`config.mk`:
```
export PLATFORM = sky130hd
export DESIGN_NAME = snoop_bus_arbiter_flat
export DESIGN_NICKNAME = d
export VERILOG_FILES = /design/src/rtl/snoop_bus_arbiter_if.sv /design/src/rtl/snoop_bus_arbiter.sv /design/src/flat_wrapper.sv
export SDC_FILE = /design/constraint.sdc
export NUM_CORES = 1
export LEC_CHECK = 0
export ABC_CLOCK_PERIOD_IN_PS = 3200
export CORE_AREA = 2 2 391 393
export CTS_CLUSTER_SIZE = 40
export DETAILED_ROUTE_END_ITERATION = 16
export DIE_AREA = 0 0 393 395
export SLEW_MARGIN = 20
export SYNTH_ARGS = -nofsm -noshare
export SYNTH_HDL_FRONTEND = slang
export SYNTH_SLANG_ARGS = --single-unit
```
`constraint.sdc`:
```
create_clock -name clk -period 3.2 [get_ports clk]
set_input_delay 0.64 -clock clk [delete_from_list [all_inputs] [get_ports clk]]
set_output_delay 0.64 -clock clk [all_outputs]
set_load 0.01 [all_outputs]
```
`src/rtl/snoop_bus_arbiter_if.sv`:
```
// Snoop bus bundle between the two data caches and the arbiter.
// Every two-wide vector and two-entry array is indexed 0 = CPU1, 1 = CPU2.
interface snoop_bus_arbiter_if #(
  parameter int ADDR_W = 28,
  parameter int DATA_W = 128
);
  logic [1:0]        req;
  logic [1:0]        req_type;
  logic [ADDR_W-1:0] req_addr [2];
  logic [DATA_W-1:0] req_data [2];
  logic [1:0]        done;
  logic [1:0]        hit;
  logic [DATA_W-1:0] rdata [2];
  logic [1:0]        snoop_valid;
  logic [1:0]        resp_hit;
  logic [1:0]        resp_miss;
  logic [DATA_W-1:0] resp_data [2];
  logic [ADDR_W-1:0] bcast_addr;
  logic [DATA_W-1:0] bcast_data;
  logic              bcast_type;
  logic              busy;

  // The cache side of the bus.
  modport master (
    output req, req_type, req_addr, req_data, resp_hit, resp_miss, resp_data,
    input  done, hit, rdata, snoop_valid, bcast_addr, bcast_data, bcast_type, busy
  );

  // The arbiter side of the bus.
  modport slave (
    input  req, req_type, req_addr, req_data, resp_hit, resp_miss, resp_data,
    output done, hit, rdata, snoop_valid, bcast_addr, bcast_data, bcast_type, busy
  );
endinterface

```
`src/rtl/snoop_bus_arbiter.sv`:
```
// Round-robin owner of the shared PE1/PE2 snoop broadcast bus: grant, broadcast, collect the response,
// return completion. Define SNOOP_ARB_STATS_EN to add saturating grant and timeout counters.
module snoop_bus_arbiter #(
  parameter int TIMEOUT_CYC = 16
`ifdef SNOOP_ARB_STATS_EN
  , parameter int STAT_W = 16
`endif
) (
  input  logic clk,
  input  logic reset,
  snoop_bus_arbiter_if.slave bus
`ifdef SNOOP_ARB_STATS_EN
  , output logic [STAT_W-1:0] stat_grants_1
  , output logic [STAT_W-1:0] stat_grants_2
  , output logic [STAT_W-1:0] stat_timeouts
`endif
);
  typedef enum logic [1:0] {IDLE, BCAST, WAIT, DONE} state_t;

  localparam int               CNT_W     = $clog2(TIMEOUT_CYC);
  localparam logic [CNT_W-1:0] LAST_WAIT = CNT_W'(TIMEOUT_CYC - 1);

  state_t           state;
  logic             owner;  // 0 = CPU1, 1 = CPU2
  logic             ptr;    // requester favoured when both ask at once
  logic [CNT_W-1:0] wait_cnt;
  logic             grant;
  logic             peer;
  logic             peer_hit;
  logic             peer_miss;
  logic [1:0]       owner_sel;

  // NOTE: every always_comb output gets a default first, so no path through the block can infer a latch.
  always_comb begin
    grant = ptr;
    if (bus.req != 2'b11) grant = bus.req[1];
    peer      = ~owner;
    peer_hit  = bus.resp_hit[peer];
    peer_miss = bus.resp_miss[peer];
    owner_sel = owner ? 2'b10 : 2'b01;
  end

  // NOTE: sequential state uses non-blocking assignments so every term reads its pre-edge value.
  always_ff @(posedge clk) begin
    if (reset) begin
      state           <= IDLE;
      owner           <= 1'b0;
      ptr             <= 1'b0;
      wait_cnt        <= '0;
      bus.done        <= '0;
      bus.hit         <= '0;
      bus.rdata[0]    <= '0;
      bus.rdata[1]    <= '0;
      bus.snoop_valid <= '0;
      bus.bcast_addr  <= '0;
      bus.bcast_data  <= '0;
      bus.bcast_type  <= 1'b0;
      bus.busy        <= 1'b0;
`ifdef SNOOP_ARB_STATS_EN
      stat_grants_1   <= '0;
      stat_grants_2   <= '0;
      stat_timeouts   <= '0;
`endif
    end else begin
      case (state)
        IDLE: begin
          if (|bus.req) begin
            state           <= BCAST;
            owner           <= grant;
            bus.busy        <= 1'b1;
            bus.snoop_valid <= grant ? 2'b01 : 2'b10;
            bus.bcast_addr  <= bus.req_addr[grant];
            bus.bcast_data  <= bus.req_data[grant];
            bus.bcast_type  <= bus.req_type[grant];
`ifdef SNOOP_ARB_STATS_EN
            if (grant) begin
              if (~&stat_grants_2) stat_grants_2 <= stat_grants_2 + 1'b1;
            end else begin
              if (~&stat_grants_1) stat_grants_1 <= stat_grants_1 + 1'b1;
            end
`endif
          end
        end

        BCAST: begin
          bus.snoop_valid <= '0;
          wait_cnt        <= '0;
          if (bus.bcast_type) begin
            state <= WAIT;
          end else begin
            state    <= DONE;
            bus.done <= owner_sel;
          end
        end

        // Only the non-owner can answer; a simultaneous hit and miss resolves as a hit.
        WAIT: begin
          wait_cnt <= wait_cnt + 1'b1;
          if (peer_hit) begin
            state            <= DONE;
            bus.done         <= owner_sel;
            bus.hit          <= owner_sel;
            bus.rdata[owner] <= bus.resp_data[peer];
          end else if (peer_miss || wait_cnt == LAST_WAIT) begin
            state    <= DONE;
            bus.done <= owner_sel;
`ifdef SNOOP_ARB_STATS_EN
            if (!peer_miss && ~&stat_timeouts) stat_timeouts <= stat_timeouts + 1'b1;
`endif
          end
        end

        DONE: begin
          state          <= IDLE;
          ptr            <= peer;
          wait_cnt       <= '0;
          bus.done       <= '0;
          bus.hit        <= '0;
          bus.rdata[0]   <= '0;
          bus.rdata[1]   <= '0;
          bus.bcast_addr <= '0;
          bus.bcast_data <= '0;
          bus.bcast_type <= 1'b0;
          bus.busy       <= 1'b0;
        end

        default: state <= IDLE;
      endcase
    end
  end
endmodule
```
`src/flat_wrapper.sv`:
```
// flat-port wrapper written by rule: the top's interface ports become plain ports
module snoop_bus_arbiter_flat 
#(
  parameter int TIMEOUT_CYC = 16

)
  (clk, reset, bus_req, bus_req_type, bus_req_addr, bus_req_data, bus_resp_hit, bus_resp_miss, bus_resp_data, bus_done, bus_hit, bus_rdata, bus_snoop_valid, bus_bcast_addr, bus_bcast_data, bus_bcast_type, bus_busy);
  snoop_bus_arbiter_if bus_i ();
  input  logic clk;
  input  logic reset;
  input wire logic [$bits(bus_i.req)-1:0] bus_req;
  input wire logic [$bits(bus_i.req_type)-1:0] bus_req_type;
  input wire logic [$bits(bus_i.req_addr)-1:0] bus_req_addr;
  input wire logic [$bits(bus_i.req_data)-1:0] bus_req_data;
  input wire logic [$bits(bus_i.resp_hit)-1:0] bus_resp_hit;
  input wire logic [$bits(bus_i.resp_miss)-1:0] bus_resp_miss;
  input wire logic [$bits(bus_i.resp_data)-1:0] bus_resp_data;
  output wire logic [$bits(bus_i.done)-1:0] bus_done;
  output wire logic [$bits(bus_i.hit)-1:0] bus_hit;
  output wire logic [$bits(bus_i.rdata)-1:0] bus_rdata;
  output wire logic [$bits(bus_i.snoop_valid)-1:0] bus_snoop_valid;
  output wire logic [$bits(bus_i.bcast_addr)-1:0] bus_bcast_addr;
  output wire logic [$bits(bus_i.bcast_data)-1:0] bus_bcast_data;
  output wire logic [$bits(bus_i.bcast_type)-1:0] bus_bcast_type;
  output wire logic [$bits(bus_i.busy)-1:0] bus_busy;
  assign bus_i.req = bus_req;
  assign bus_i.req_type = bus_req_type;
  assign bus_i.req_addr = {>>{bus_req_addr}};
  assign bus_i.req_data = {>>{bus_req_data}};
  assign bus_i.resp_hit = bus_resp_hit;
  assign bus_i.resp_miss = bus_resp_miss;
  assign bus_i.resp_data = {>>{bus_resp_data}};
  assign bus_done = bus_i.done;
  assign bus_hit = bus_i.hit;
  assign bus_rdata = {>>{bus_i.rdata}};
  assign bus_snoop_valid = bus_i.snoop_valid;
  assign bus_bcast_addr = bus_i.bcast_addr;
  assign bus_bcast_data = bus_i.bcast_data;
  assign bus_bcast_type = bus_i.bcast_type;
  assign bus_busy = bus_i.busy;
  snoop_bus_arbiter #(.TIMEOUT_CYC(TIMEOUT_CYC)) u_core (.clk(clk), .reset(reset), .bus(bus_i));
endmodule
```
Word-level counts from Yosys, hierarchy flattened
Cells that the tools add are included.
{"block": "classes", "n_eq_ne": 9, "magnitude_cmp": 6, "bitwise": 4, "add_sub_neg": 1, "n_reduce_logical": 16, "muxes": 45}
{"op": "$mux W128", "n": 8}
{"op": "$pmux W256 S2", "n": 1}
{"op": "$bwmux W256", "n": 1}
{"op": "$mux W256", "n": 1}
{"op": "$pmux W128 S2", "n": 1}
{"op": "$demux W128 S1", "n": 1}
{"op": "$mux W28", "n": 4}
{"op": "$pmux W28 S2", "n": 1}
{"op": "$mux W2", "n": 10}
{"op": "$mux W1", "n": 10}
{"op": "$reduce_and A2 Y1", "n": 5}
{"op": "$pmux W2 S2", "n": 2}
{"op": "$pmux W2 S4", "n": 1}
{"op": "$pmux W4 S2", "n": 1}
{"op": "$reduce_bool A2 Y1", "n": 4}
{"op": "$ge A2 B2 Y1 const B", "n": 3}
{"op": "$not A1 Y2", "n": 3}
{"op": "$pmux W2 S3", "n": 1}
{"op": "$add A4 B1 Y4 const B", "n": 1}
{"op": "$eq A2 B2 Y1 const B", "n": 2}
{"op": "$eq A4 B4 Y1 const B", "n": 1}
{"op": "$lt A1 B2 Y1 const B", "n": 2}
{"op": "$ne A2 B1 Y1 const B", "n": 2}
{"op": "$ne A2 B2 Y1 const B", "n": 2}
{"op": "other kinds (11)", "n": 13}
{"block": "totals", "register_bits": 428, "input_bits": 578}

Logic depth before layout (Yosys ltp)
{"block": "logic_depth", "word_depth": 8, "depth_mapped": 8, "depth_no_buf": 6}

Worst setup path before layout
OpenSTA, ideal clock, no wires.
{"block": "synth_timing", "path_kind": "register to register", "startpoint": "reg u_core.state[0]", "endpoint": "reg u_core.bus.bcast_data[122]", "slack_ns": 1.394, "setup_time_ns": 0.071, "path_stages_with_launch": 9, "arrival_time_ns": 1.735, "required_time_ns": 3.129, "cell_sequence": "dfxtp_1 > inv_1 > ha_1 > or3b_1 > o21ai_2 > buf_2 > buf_2 > nand2_1 > a21oi_1"}
{"block": "synth_between", "elab_chain_len": 3, "elab_cells_between_ends": 6}
{"item": "start, declared", "line_no": "snoop_bus_arbiter.sv:23", "rtl": "state_t state;"}
{"item": "start signal, assigned", "line_no": "snoop_bus_arbiter.sv:46", "rtl": "state <= IDLE;"}
{"item": "start signal, assigned", "line_no": "snoop_bus_arbiter.sv:68", "rtl": "state <= BCAST;"}
{"item": "start signal, assigned", "line_no": "snoop_bus_arbiter.sv:89", "rtl": "state <= WAIT;"}
{"item": "$eq A2 B2 Y1 / $logic_not A2 Y1 (equally long branches)", "line_no": "snoop_bus_arbiter.sv:65", "rtl": "case (state)"}
{"item": "$reduce_bool A2 Y1 (no line) / $ne A2 B1 Y1 (equally long branches)"}
{"item": "$reduce_and A2 Y1 (no line)"}
{"item": "end signal, assigned", "line_no": "snoop_bus_arbiter.sv:73", "rtl": "bus.bcast_data <= bus.req_data[grant];"}
{"item": "end, declared", "line_no": "snoop_bus_arbiter_if.sv:32", "rtl": "output done, hit, rdata, snoop_valid, bcast_addr, bcast_data, bcast_type, busy"}
Parallel ways exist; a longest one is shown, timed or not.
A chain may end at the register's enable or synchronous reset.

Worst setup path in the final report
{"block": "layout_timing", "startpoint": "reg u_core.state[0]", "endpoint": "reg u_core.bus.bcast_data[46]"}
Same word-level chain as after synthesis.

==> impl_metrics.ini <==
[sta]
slew_headroom_pct = 35.8
max_freq_mhz = 373
clock-skew-final_ns = 0.0408
fin_crit_sh_pct = 83.8
setup_violations = 0
worstMarginPinSlew_ns = 0.959
finalMaxSlewViolations = 0
grt_setup_unrepaired = false
fin_setup_tns_ns = 0
period_needed_ns = 2.68
hold_viol_final = 0

[worst_setup_path]
cp_slowest_cell = ha_1
crit_start = u_core.state[0]
critPathTopFamily = simple AND/OR/NAND/NOR gates
cp.arrival_ns = 3.24
crit_chain = inv_1 -> ha_1 -> or3b_1 -> o21ai_4 -> buf_12 -> nand2_1 -> a21oi_1
ff2ff_path_depth = 7
r2r_setup_slack_ns = 0.52
worst_ep_required_time_ns = 3.75
endpoint_kind = flip-flop
critPathMaxFanout = 57
path_buf_inv = 2
rr_endpoint = u_core.bus.bcast_data[46]
startpoint_type = flip-flop
cp_slowest_stage_delay_ns = 0.52
r2r-start = u_core.state[0]
crit_type = flip-flop to flip-flop

[synthesis]
synth_top_area_share_pct = 52.4
synth_area_leader_cell = dfxtp_1
netlist-cell-type-count = 38
synth_seq_cells = 428
synth_area_um2 = 16400
synth-seq-area-share_pct = 52.4
synth.avg_cell_area_um2 = 9.49
async_flop_share_pct = 0
synth_edf_count = 0
ys_warn_count = 0
synthCells = 1724
synthesis.nets = 2308
synthTopCellsByArea = dfxtp_1 (52%), a22o_1 (14%), a21boi_0 (7.2%)
synth-main-ff-cell = dfxtp_1

[global_routing]
grt_pass1_vias = 16700
grt_max_degree = 129
grt_overflow = 0
grt_pass1_wl_um = 154000
grt.total_usage_pct = 14.6
antenna_found_initial = 129

[worst_hold_path]
hp-start = reset
min_to = u_core.bus.bcast_data[123]
hold_depth = 2
hold_path.class = input port to flip-flop

[cts]
post_cts_buffers = 0
cts_resized = 0
tritoncts = built
clock_latency_ns = 0.66
clk_pin_slew_ns = 0.06
root_buffer = clkbuf_16
clockBufferDepth = 3
postCtsHoldBufs = 0
htreeDepth = 2
cts_sinks = 428
cts_inserted_buffers = 55

[power_and_ir_drop]
vdd_drop_max_v = 0.000433
p_leak_nw = 11.1
pwr_density_cell_nw_per_um2 = 619

[placed_design]
place.gp.congestion = 0.873
placed_cells_incl_taps = 4621
io_buffers = 997
dp_hpwl_um = 100000

[floorplan]
die_h_um = 395
row_count = 143
dieWidth_um = 393
pin_count = 998
dieArea_um2 = 155000
core_um2 = 151000
start_util_pct = 10.8

[detailed_routing]
wirelength_um = 120000
via_count = 17600
vias_per_cell = 3.72
drt_iter0_markers = 1107
wire_per_inst_um = 25.3
drc_errors = 0
drt_pass1_iterations = 5
ant_nets = 0

[finish]
syn2layout_area_growth_pct = 87.5
postLayoutCoreUtil_pct = 20.3
n_fill_cell = 16500
nNetsFinal = 3232
drive_gt1_share_pct = 5.54
post_layout_nonfiller_instances = 4739

[outcome]
status = completed

[flow_run]
max_cap_viol_count = 0
-- stage by stage --
stage	area (um2)	setup slack [ns]	hold WS, ns	power (mW)
6_report	30700	0.517	0.344	19.0
5_1_grt	30700	0.321	0.321	20.0
4_1_cts	30600	0.493	0.278	19.4
3_5_place_dp	28800	0.356	0.443	12.9
3_3_place_gp	28800	0.409	0.437	12.8
2_1_floorplan	16400	1.39	0.466	9.01
-- area by class of cell --
cell class | instances | area, um2 | share of cell area (%)
Sequential cell | 428 | 8570 | 27.9
Clock buffer | 75 | 1530 | 4.99
Antenna cell | 19 | 47.5 | 0.155
Inverter | 4 | 15.0 | 0.0489
Clock inverter | 24 | 278 | 0.905
Timing Repair Buffer | 1048 | 10600 | 34.6
Tap cell | 2030 | 2540 | 8.28
Multi-Input combinational cell | 1111 | 7090 | 23.1
-- worst max path at each step --
stage	endpoint	depth (start not counted)
2_1_floorplan	u_core.bus.bcast_data[122]	8
3_3_place_gp	u_core.bus.bcast_data[46]	6
3_5_place_dp	u_core.bus.bcast_data[2]	6
4_1_cts	u_core.bus.bcast_data[2]	7
5_1_grt	u_core.bus.bcast_data[11]	7
6_report	u_core.bus.bcast_data[46]	7
-- where the power goes --
part | internal [mW] | total, mW | switching [mW]
sequential | 6.02 | 6.44 | 0.413
clock | 3.61 | 6.35 | 2.74
combinational | 2.79 | 6.20 | 3.42
-- per-layer routing --
layer  routed length (um)  vias up  share of wire, %  track usage [%]
li1                     -     8201                 -                -
met1                47600     8248                40             17.1
met4                 3510       16               2.9             4.46
met5                  112        -             0.093                0
met3                12100      277                10             5.70
met2                56600      894                47             24.5
-- placed cells by master, fill, tap and decap left out, drive strengths merged, types with 3 or more instances in the layout --
| master | instances |
|---|---|
| nor2 | 14 |
| inv | 7 |
| o21ai | 159 |
| ha | 6 |
| clkdlybuf4s50 | 995 |
| buf | 52 |
| clkbuf | 76 |
| a21oi | 165 |
| bufinv | 3 |
| a21boi | 158 |
| nor2b | 3 |
| a22o | 256 |
| diode | 19 |
| a211oi | 4 |
| clkinvlp | 7 |
| nand3 | 3 |
| and3 | 160 |
| clkinv | 11 |
| nand2 | 158 |
| dfxtp | 428 |
-- cells in the mapped netlist, types with 6 or more instances --
cell type  instances
o21ai_0           23
o21ai_1          135
ha_1               6
dfxtp_1          428
buf_1             21
a21oi_1          165
a21boi_0         158
nand2_1          158
a22o_1           256
clkbuf_1         110
buf_2             49
and3_1           160
nor2_1            14
-- state kept, by name (all words and copies together) (netlist names), 2 cells and up --
name                    flops
u_core.wait_cnt             4
u_core.bus.snoop_valid      2
u_core.bus.rdata          256
u_core.bus.bcast_addr      28
u_core.state                2
u_core.bus.done             2
u_core.bus.bcast_data     128
u_core.bus.hit              2
-- logic make-up (layout without fill, tap and decap cells) --
group	Yosys count	after routing	share of synthesized area [%]
AOI/OAI and AO/OA	754	754	31.7
xor gates and xnor gates	2	2	0.107
adders and majority gates	6	6	0.459
buffers and inverters	185	1151	4.64
DFF	428	428	52.4
muxes	1	1	0.0612
other	0	19	0
and+or+nand+nor	348	348	10.7
Note: power is estimated with default switching activity, not from simulation.
